`config.mk`:
```
export PLATFORM = sky130hd
export DESIGN_NAME = divider_m_n_bits_flat
export DESIGN_NICKNAME = d
export VERILOG_FILES = /design/src/rtl/divider_m_n_bits_if.sv /design/src/rtl/divider_m_n_bits.sv /design/src/flat_wrapper.sv
export SDC_FILE = /design/constraint.sdc
export NUM_CORES = 1
export LEC_CHECK = 0
export CORE_UTILIZATION = 40
export CTS_BUF_LIST = sky130_fd_sc_hd__clkbuf_4 sky130_fd_sc_hd__clkbuf_8
export CTS_CLUSTER_SIZE = 24
export DETAILED_ROUTE_END_ITERATION = 6
export DONT_BUFFER_PORTS = 1
export RECOVER_POWER = 100
export REMOVE_ABC_BUFFERS = 1
export SLEW_MARGIN = 15
export SYNTH_ARGS = -nofsm -noshare
export SYNTH_HDL_FRONTEND = slang
export SYNTH_SLANG_ARGS = --single-unit
```
`constraint.sdc`:
```
create_clock -name clk -period 3.18 [get_ports clk]
set_input_delay 0.477 -clock clk [delete_from_list [all_inputs] [get_ports clk]]
set_output_delay 0.477 -clock clk [all_outputs]
set_load 0.02 [all_outputs]
```
`src/rtl/divider_m_n_bits_if.sv`:
```
// Handshake and data bundle between the MAC control logic (master) and the divider (slave).
// Define DIV_ZERO_CHECK_EN to add the div_by_zero flag.
interface divider_m_n_bits_if #(
  parameter int M = 4,
  parameter int N = 3
);
  logic         start;
  logic [M-1:0] num1;
  logic [N-1:0] num2;
  logic         busy;
  logic         done;
  logic [M-1:0] quotient;
  logic [N-1:0] remainder;
`ifdef DIV_ZERO_CHECK_EN
  logic         div_by_zero;

  modport master (output start, num1, num2,
                  input  busy, done, quotient, remainder, div_by_zero);
  modport slave  (input  start, num1, num2,
                  output busy, done, quotient, remainder, div_by_zero);
`else
  modport master (output start, num1, num2,
                  input  busy, done, quotient, remainder);
  modport slave  (input  start, num1, num2,
                  output busy, done, quotient, remainder);
`endif
endinterface

```
`src/rtl/divider_m_n_bits.sv`:
```
// Sequential restoring divider, M-bit dividend / N-bit divisor, one quotient bit per clock.
// Optional DIV_ZERO_CHECK_EN: zero divisor short-circuits to DONE and raises div_by_zero.
module divider_m_n_bits #(
  parameter int M = 4,
  parameter int N = 3
) (
  input logic              clk,
  input logic              rst,
  divider_m_n_bits_if.slave bus
);
  localparam int CW = (M > 1) ? $clog2(M) : 1;

  typedef enum logic [1:0] {IDLE, RUN, DONE} state_e;

  state_e        state_q;
  logic [M-1:0]  dvd_q;
  logic [N-1:0]  dvs_q;
  logic [N-1:0]  rem_q;
  logic [CW-1:0] cnt_q;
  logic          busy_q, done_q;
  logic [M-1:0]  quo_q;
  logic [N-1:0]  rmd_q;
  logic [N:0]    shift_d, rem_d;
  logic          qbit_d;

  // Partial remainder is always < divisor after a step, so N bits hold it;
  // only the shifted trial value needs the extra bit.
  always_comb begin
    shift_d = {rem_q, dvd_q[M-1]};
    qbit_d  = shift_d >= {1'b0, dvs_q};
    rem_d   = qbit_d ? shift_d - {1'b0, dvs_q} : shift_d;
  end

`ifdef DIV_ZERO_CHECK_EN
  logic dbz_q;
  assign bus.div_by_zero = dbz_q;
`endif

  // Quotient bits shift into the freed LSBs of the dividend register.
  always_ff @(posedge clk) begin
    if (rst) begin
      state_q <= IDLE;
      dvd_q   <= '0;
      dvs_q   <= '0;
      rem_q   <= '0;
      cnt_q   <= '0;
      busy_q  <= 1'b0;
      done_q  <= 1'b0;
      quo_q   <= '0;
      rmd_q   <= '0;
`ifdef DIV_ZERO_CHECK_EN
      dbz_q   <= 1'b0;
`endif
    end else begin
      case (state_q)
        IDLE: begin
          if (bus.start) begin
            dvd_q <= bus.num1;
            dvs_q <= bus.num2;
            rem_q <= '0;
            cnt_q <= '0;
`ifdef DIV_ZERO_CHECK_EN
            if (bus.num2 == '0) begin
              state_q <= DONE;
              done_q  <= 1'b1;
              quo_q   <= '1;
              rmd_q   <= bus.num1[N-1:0];
              dbz_q   <= 1'b1;
            end else begin
              state_q <= RUN;
              busy_q  <= 1'b1;
              dbz_q   <= 1'b0;
            end
`else
            state_q <= RUN;
            busy_q  <= 1'b1;
`endif
          end
        end
        RUN: begin
          rem_q <= rem_d[N-1:0];
          dvd_q <= {dvd_q[M-2:0], qbit_d};
          cnt_q <= cnt_q + CW'(1);
          if (cnt_q == CW'(M-1)) begin
            state_q <= DONE;
            busy_q  <= 1'b0;
            done_q  <= 1'b1;
            quo_q   <= {dvd_q[M-2:0], qbit_d};
            rmd_q   <= rem_d[N-1:0];
          end
        end
        DONE: begin
          done_q  <= 1'b0;
          state_q <= IDLE;
        end
        default: state_q <= IDLE;
      endcase
    end
  end

  assign bus.busy      = busy_q;
  assign bus.done      = done_q;
  assign bus.quotient  = quo_q;
  assign bus.remainder = rmd_q;
endmodule

```
`src/flat_wrapper.sv`:
```
// flat-port wrapper written by rule: the top's interface ports become plain ports
module divider_m_n_bits_flat 
#(
  parameter int M = 4,
  parameter int N = 3
)
  (clk, rst, bus_start, bus_num1, bus_num2, bus_busy, bus_done, bus_quotient, bus_remainder);
  divider_m_n_bits_if #(.M(M), .N(N)) bus_i ();
  input logic clk;
  input logic rst;
  input wire logic [$bits(bus_i.start)-1:0] bus_start;
  input wire logic [$bits(bus_i.num1)-1:0] bus_num1;
  input wire logic [$bits(bus_i.num2)-1:0] bus_num2;
  output wire logic [$bits(bus_i.busy)-1:0] bus_busy;
  output wire logic [$bits(bus_i.done)-1:0] bus_done;
  output wire logic [$bits(bus_i.quotient)-1:0] bus_quotient;
  output wire logic [$bits(bus_i.remainder)-1:0] bus_remainder;
  assign bus_i.start = bus_start;
  assign bus_i.num1 = bus_num1;
  assign bus_i.num2 = bus_num2;
  assign bus_busy = bus_i.busy;
  assign bus_done = bus_i.done;
  assign bus_quotient = bus_i.quotient;
  assign bus_remainder = bus_i.remainder;
  divider_m_n_bits #(.M(M), .N(N)) u_core (.clk(clk), .rst(rst), .bus(bus_i));
endmodule
```
==> results summary, run 1 <==
The clock-pin transition on the worst setup and hold timing paths came out at 140 ps. The number of antenna violations at the first check in global routing came out at 0. The clock net in this run drives a total of 23 sinks. In this run the tightest slew margin relative to its limit is 0.622. The category of the critical setup timing path is flip-flop to flip-flop. The number of cells upsized or downsized after cts is 0.

The flow ran to the end, and the final reports show no timing, DRC or antenna violations. The aggregate routed wire length came out at 2.14 mm. In the routed design, unresolved DRC markers number 0. The layout-stage area growth over the synthesis result came out at 3.23%.

The Yosys warning count is 0. The maximum clock insertion buffer count is 2. The total CTS buffers came out at 3. The placer congestion estimate is 0.788.

The total number of H-tree levels is 1. The startpoint identified for the worst register-to-register timing path is u_core.dvd_q[3]. Setup repair after global routing left no endpoint under its margin.

The leading register cell type out of synthesis is dfxtp_1. In this run, synthesis inferred 0 flip-flops with an integrated enable. The number of buffers inserted to repair setup after CTS is 0.

The ratio of final minimum period to clock period is 0.546. The net count of the finished layout is 132. The via count of the first global-routing pass came out at 723. The maximum fanout encountered on the critical timing path is 3. The number of distinct library cells after synthesis is 36. The number of rows in the core area came out at 18. For the worst setup path, the data arrival time is 1960 ps.

For this design the static power due to leakage is 0.413 nW. STA classifies the critical path startpoint as a flip-flop. The number of port buffers is 0. In this run the most critical hold path is launched from rst. The largest net degree at the start of global routing came out at 26. The synthesized flop and latch total came out at 23. Along the worst hold path, the cell count comes to 1. The worst-case IR drop observed on VDD is 294 uV. The fraction of the yosys area taken by sequential cells is 0.425. The count of cells along the worst register-to-register path came out at 7.

The smallest setup slack after layout came out at 1440 ps. For this run, the top clock speed supported by timing is 0.576 GHz. In this run the standard cell core region covers 2520 um2. The post-synth design cell area came out at 1080 um2.

The worst slack at placement is 1440 ps. The critical path launch point is u_core.dvd_q[3]. The average size of a mapped cell came out at 9.26 um2. The final hold violation count came to 0. The post-synthesis instance total is 117. The fraction of synthesis flops using an asynchronous set or reset pin is 0. The wire length of the first global-routing pass came out at 3.36 mm. TritonCTS built the clock tree.

The clock insertion delay at the later pin of the skew report is 320 ps. The iteration count of the initial detailed-routing pass is 4. The max-slew violation count is 0. The count of vias placed by the detailed router came out at 842.

The initial standard-cell utilization of the core is 0.430. The share of cells above drive strength 1 is 0.0776. CTS placed an instance of clkbuf_4 at the clock tree root. In the global route stage, overall resource usage came out at 0.164.

The worst setup path is captured at a flip-flop. The post-detailed-placement half-perimeter wirelength came out at 1.51 mm. The final period demand of the worst path is 1740 ps. The number of antenna diodes in the final layout is 0.

In this run, post-CTS hold repair placed 0 buffers. The first routing iteration left 15 violations. The data required time of the worst path is 3400 ps. In the final routed layout, each cell accounts on average for 14.7 um.

Setup violations remaining at the end of the flow were counted as 0. The setup TNS is 0 ps. After global routing the overflow that remains totals 0.

The area enclosed by the die boundary came out at 2920 um2. The sum of internal, switching and leakage power came out at 0.537 mW. The worst clock skew came out at 14.6 ps. At the pin with the least slew margin, the transition time is 567 ps. The width of the die came out at 54.0 um. The class of the most critical hold timing path is primary input to flip-flop. The ratio of routed vias to standard cells came out at 5.77. Across the run, the number of max-cap violations was 0. The boundary pin count came out at 19. The antenna violation net count after detailed routing came out at 0.

The vertical die dimension is 54.0 um. Power spread over the standard cell area amounts to 480 nW/um2.
## cell type report
| class | count | area [um2] |
|---|---|---|
| Clock buffer | 3 | 22.5 |
| Clock inverter | 1 | 5.00 |
| Fill cell | 262 | 1400 |
| Inverter | 7 | 26.3 |
| Multi-Input combinational cell | 81 | 563 |
| Sequential cell | 23 | 460 |
| Tap cell | 30 | 37.5 |
| Timing Repair Buffer | 1 | 3.75 |
## placed cells by master, fill, tap and decap left out
| cell | n |
|---|---|
| o221ai_1 | 1 |
| and3_1 | 1 |
| nand3b_1 | 8 |
| nand3_1 | 3 |
| fa_1 | 1 |
| a211oi_1 | 5 |
| a21oi_1 | 7 |
| o32ai_1 | 1 |
| clkbuf_4 | 3 |
| dfxtp_1 | 23 |
| clkbuf_1 | 1 |
| ha_1 | 4 |
| o21bai_1 | 2 |
| mux2i_1 | 6 |
| o21ai_0 | 3 |
| inv_1 | 7 |
| o22ai_1 | 1 |
| nor3b_1 | 1 |
| nand2b_1 | 2 |
| a2bb2oi_1 | 1 |
| o41ai_1 | 1 |
| or3b_4 | 1 |
| a311o_1 | 1 |
| clkinv_2 | 1 |
| nor2_1 | 12 |
| nand2_1 | 9 |
| and4b_1 | 1 |
| o21ba_2 | 1 |
| o211ai_1 | 1 |
| a311oi_1 | 1 |
| and3b_1 | 1 |
| and4_1 | 1 |
| and4bb_2 | 1 |
| o311ai_0 | 1 |
| or2_2 | 2 |
## path summary, 6_finish.rpt
kind / to / slack, ps
worst max-delay path: u_core.rem_q[2] / 1440
worst min-delay path: u_core.cnt_q[0] / 210
worst max register to register: u_core.rem_q[2] / 1440
worst min register to register: u_core.cnt_q[0] / 470
## power breakdown
part / total [mW] / internal (mW) / leakage, nW / switching, mW
Sequential: 0.317 / 0.303 / 0.188 / 0.0139
Clock: 0.136 / 0.0470 / 0.0177 / 0.0894
Combinational: 0.0840 / 0.0357 / 0.207 / 0.0483
## critical path, cell delays in order (launching register included)
cell	delay, ps
dfxtp_1	330
inv_1	70
ha_1	130
inv_1	50
fa_1	450
or2_2	280
o21ai_0	230
o32ai_1	110
## per-stage QoR
step / std cells / hold slack [ps] / utilization / area, um2
after global routing: 146 / 186 / 0.443 / 1120
after floorplan: 111 / 438 / - / 1050
final: 146 / 205 / 0.443 / 1120
after CTS: 146 / 197 / 0.445 / 1120
after global placement: 142 / 451 / 0.434 / 1090
after detailed placement: 142 / 459 / 0.434 / 1090
## flip-flops by register name (all words and copies together), names as in the netlist, 2 cells and up
name                  count
u_core.dvs_q              3
u_core.bus.remainder      3
u_core.cnt_q              2
u_core.dvd_q              4
u_core.state_q            2
u_core.rem_q              3
u_core.bus.quotient       4
## cells by family after synthesis
| kind of cell | count (synthesis) | share of synthesized area |
|---|---|---|
| AND/OR/NAND/NOR | 43 | 0.225 |
| AO/OA/AOI/OAI | 27 | 0.174 |
| flip-flops | 23 | 0.425 |
| buffers and inverters | 13 | 0.0554 |
| multiplexers | 6 | 0.0554 |
| adder cells (fa/ha/maj) | 5 | 0.0647 |
## layer usage
metal	vias to the layer above	part of all wire	global-route usage	routed length, um
met3	2	0.081	0.0734	173
met1	378	0.49	0.220	1050
met2	39	0.42	0.245	907
li1	423	-	-	-
met5	-	0	0	0
met4	0	0.0061	0.0256	13
## cells in the mapped netlist (2+ instances only)
library cell | instances | area [um2]
nand3b_1 | 8 | 60.1
o21ai_0 | 3 | 15.0
mux2i_1 | 6 | 60.1
or2_2 | 2 | 12.5
a21oi_1 | 7 | 35.0
inv_1 | 7 | 26.3
nand3_1 | 3 | 15.0
ha_1 | 4 | 50.1
nand2b_1 | 2 | 12.5
o21bai_1 | 2 | 15.0
a211oi_1 | 5 | 37.5
dfxtp_1 | 23 | 460
nand2_1 | 9 | 33.8
clkbuf_1 | 3 | 11.3
nor2_1 | 12 | 45.0
Power figures use the tool's default switching activity.
==> run 2: changes to the inputs <==
--- a/config.mk
+++ b/config.mk
@@ -5,6 +5,7 @@
 export SDC_FILE = /design/constraint.sdc
 export NUM_CORES = 1
 export LEC_CHECK = 0
+export ABC_AREA = 1
 export CORE_UTILIZATION = 40
 export CTS_BUF_LIST = sky130_fd_sc_hd__clkbuf_4 sky130_fd_sc_hd__clkbuf_8
 export CTS_CLUSTER_SIZE = 24
==> constraint.sdc (replaced) <==
create_clock -name clk -period 1.6 [get_ports clk]
set_input_delay 0.24 -clock clk [delete_from_list [all_inputs] [get_ports clk]]
set_output_delay 0.24 -clock clk [all_outputs]
set_load 0.02 [all_outputs]
==> run 2 against run 1 <==
  * Critical path type unchanged
  * Design area grew 8.5%
  * Synthesized cell count grew 13%
  * Clock skew shrank 4.9 ps
  * First-iteration DRC count shrank 20%
  * Wire length grew 2.7%
  * Die area grew 0.44%
  * Setup slack lost 1500 ps
  * Critical path depth grew 5
  * Clock-buffer cell count is the same
  * The run now ends with negative setup slack left
  * Maximum frequency grew 7.9%
  * Cell count grew 16%
  * Highest routed layer is now met3
==> results summary, run 2 <==
The maximum fanout encountered on the critical timing path is 5 (+2). The antenna violation net count after detailed routing came out at 0 (unchanged). The post-detailed-route wirelength per cell is 12.9 um (-12%). The post-synthesis instance total is 132 (+13%). The combined buffer and inverter count along the critical path came to 4 (+2). The sum of internal, switching and leakage power came out at 1.23 mW (+130%).

The most common cell after layout, fill and taps aside is dfxtp_1. The transition at the pin with the smallest max-transition slack came out at 460 ps (-107 ps). The fraction of power spent switching nets is 0.321 (+0.0389). By startpoint and endpoint, the worst setup path is classified as flip-flop to flip-flop. The top cell type by total area after synthesis is dfxtp_1.

The post-synth design cell area came out at 1090 um2 (+0.46%). The total CTS buffers is 3 (unchanged). The net count of the finished layout is 156 (+18%). The clock insertion delay at the later pin of the skew report came to 310 ps (about the same). The leakage power of the design is 0.514 nW (+25%). The largest net degree at the start of global routing came out at 15 (-42%).

Grouping stages by cell kind, the critical path spends the most delay in adder cells. The worst-case hold slack was 88.0 ps (-117 ps). The number of distinct library cells after synthesis came out at 25 (-31%). The number of enable-type register cells in the synthesized netlist is 0 (unchanged). The boundary pin count came out at 19 (unchanged). The post-placement cell count was 162 (+14%). The fraction of the yosys area taken by sequential cells is 0.423 (-0.00195). Sorting the synthesized cells by area gives the leading types as dfxtp_1 (42%), nand2_1 (9.0%), o21ai_0 (6.4%). The fraction of synthesis flops using an asynchronous set or reset pin is 0 (unchanged). The initial standard-cell utilization of the core is 0.432 (+0.00198). Setup repair after global routing could not meet its margin everywhere. The worst setup path is launched from a flip-flop. The count of vias placed by the detailed router came to 837 (-0.59%).

The average size of a mapped cell is 8.25 um2 (-11%). The width of the die came out at 54.2 um (+0.22%). The cell chosen for the clock root is clkbuf_4. Counting instances in the post-synthesis netlist gives the leading cell types as nand2_1 (26), dfxtp_1 (23), inv_1 (16), o21ai_0 (14), nand3_1 (8).

The share of cells above drive strength 1 is 0.271 (+0.194). The placer congestion estimate is 0.800 (+1.6%). The worst stage delay on the critical path was 390 ps (-60 ps). The number of rows in the core area is 18 (unchanged). The relative contribution of sequential cells to total power is 0.516 (-0.073). The critical path data arrival time came to 1830 ps (-130 ps). The count of maximum capacitance violations is 0 (unchanged).

The area enclosed by the die boundary is 2930 um2 (+0.44%). The class of the most critical hold timing path is primary input to flip-flop. The top cell types in the final layout, fill and taps aside, are dfxtp_1 (21), nand2_1 (20), inv_1 (14), o21ai_0 (14). The initial DRC count came to 12 (-3). The flow ran to the end, but the final reports show violations. In the post-synthesis netlist, the cell with the most instances is nand2_1.

The number of antenna violations at the first check in global routing is 0 (unchanged). The share of power burned in combinational logic came out at 0.261 (+0.105). The critical path goes through inv_2, ha_4, inv_2, fa_2, inv_2, nand2_2, nand2_4, nand2_4, nand2_2, nand2_2, o21bai_1, inv_1. The smallest setup slack after layout is -9.71 ps (-1450 ps).

The final hold violation count came out at 0 (unchanged). The antenna diode count is 0 (unchanged). The total number of H-tree levels came out at 1 (unchanged).

The timing-limited maximum frequency is 0.621 GHz (+7.9%). The checks that failed: negative setup slack. The power density over cell area is 1010 nW/um2 (+110%). The relative slew slack is 0.692 (+0.0703). The post-detailed-placement half-perimeter wirelength came out at 1.51 mm (-0.32%). The total of endpoints with negative setup slack in the final report is 3 (+3). The worst clock skew came to 9.71 ps (-4.92 ps). The layout-stage area growth over the synthesis result is 11.5%. The final standard cell area without fillers came to 1210 um2 (+8.5%). The aggregate routed wire length came to 2.20 mm (+2.7%).

The total cell area at the placement stage came out at 1120 um2 (+2.6%). The wire length of the first global-routing pass is 3.40 mm (+1.2%). The worst IR drop on VDD came out at 848 uV (+190%).

The final period demand of the worst path came out at 1610 ps (-127 ps). The core occupancy in the finished layout is 0.481 (+0.0377). The overall overflow remaining after global route is 0 (unchanged). The ratio of final minimum period to clock period came out at 1.01 (+0.460). The maximum clock insertion buffer count came to 2 (unchanged). The clock-pin transition on the worst setup and hold timing paths is 130 ps (about the same). STA classifies the critical path endpoint as a flip-flop.

The placeable core region came out at 2520 um2 (unchanged). In the synthesized netlist the dominant register cell turns out to be dfxtp_1. The synthesized flop and latch total came to 23 (unchanged).

The setup TNS came out at -25.1 ps (-25.1 ps). The post-route DRC violation count came out at 0 (unchanged). The max-slew violation count came out at 0 (unchanged).

The iteration count of the initial detailed-routing pass is 4 (unchanged). The worst slack at placement came out at -154 ps (-1590 ps). The data required time of the worst path came out at 1820 ps (-1580 ps). The number of port buffers was 0 (unchanged). The final standard cell count with taps included and fillers excluded came to 170 (+16%). The cell-internal power came out at 0.832 mW (+120%).

TritonCTS built the clock tree. Among all stages on the critical path, the largest delay is contributed by fa_2. The via count of the first global-routing pass is 738 (+2.1%). The Yosys warning count is 0 (unchanged). The count of clock tree sinks was 23 (unchanged).

The net switching component of the power came out at 0.394 mW (+160%). The share of the synthesized area in the top cell type was 0.423 (-0.00195). The portion of total power attributed to the clock network is 0.223 (-0.031). The overall fraction of global-route tracks in use is 0.167 (+0.00340). The ratio of routed vias to standard cells came out at 4.92 (-15%). The vertical die dimension is 54.2 um (+0.22%).
==> run 2: cell count changes in the layout (fill, tap and decap cells not counted), moves of 3 or more <==
cell | before | now
inv_2 | 0 | 4
o21ai_0 | 3 | 14
nand3_1 | 3 | 9
buf_4 | 0 | 5
nand2_4 | 0 | 3
nor2_1 | 12 | 5
a211oi_1 | 5 | 0
nand3b_1 | 8 | 1
nand2_2 | 0 | 9
inv_1 | 7 | 14
a21oi_2 | 0 | 4
nand2_1 | 9 | 20
mux2i_1 | 6 | 0
==> run 2: logic make-up after synthesis <==
logic type                 Yosys count  share of synthesized area
DFF                                 23                      0.423
AOI/OAI and AO/OA                   31                      0.177
adders and majority gates            5                     0.0644
xor gates and xnor gates             1                    0.00805
buffers and inverters               23                      0.101
and+or+nand+nor                     49                      0.226
==> run 2: path summary, 6_finish.rpt <==
check	start	to	slack, ps	cells past startpoint
setup reg to reg	u_core.dvd_q[3]	u_core.bus.remainder[2]	-10	12
hold / removal	bus_num2[0]	u_core.dvs_q[0]	90	2
hold reg to reg	u_core.cnt_q[1]	u_core.cnt_q[1]	490	2
setup / recovery	u_core.dvd_q[3]	u_core.bus.remainder[2]	-10	12
==> run 2: power by group through the flow <==
stage / Clock (mW) / Sequential [mW] / Combinational, mW
after CTS: 0.285 / 0.630 / 0.274
after floorplan: 0 / 0.638 / 0.193
after global routing: 0.305 / 0.638 / 0.361
after detailed placement: 0 / 0.642 / 0.252
final: 0.274 / 0.632 / 0.320
after global placement: 0 / 0.642 / 0.248
==> run 2: cell type report <==
cell class	instances	area (um2)
flip-flops and latches	23	463
clock inverters	1	5.00
repair buffers	7	57.6
inverters	20	82.6
well taps	30	37.5
fillers	262	1310
clock buffers	3	22.5
multi-input cells	86	546
==> run 2: what timing repair did <==
| action | 4_1_cts | 5_1_grt |
|---|---|---|
| hold buffers | 1 | 1 |
| pin swaps | 1 | 3 |
| endpoints found under the setup margin | 8 | 8 |
| hold endpoints to repair | 8 | 1 |
| setup buffers | 0 | 2 |
| resized for setup | 4 | 13 |
==> run 2: per-layer routing <==
metal / up-vias / GRT usage / part of all wire
met5: - / 0 / 0
met1: 383 / 0.212 / 0.46
met3: 0 / 0.0706 / 0.053
met4: 0 / 0.0128 / 0
li1: 439 / - / -
met2: 15 / 0.272 / 0.48
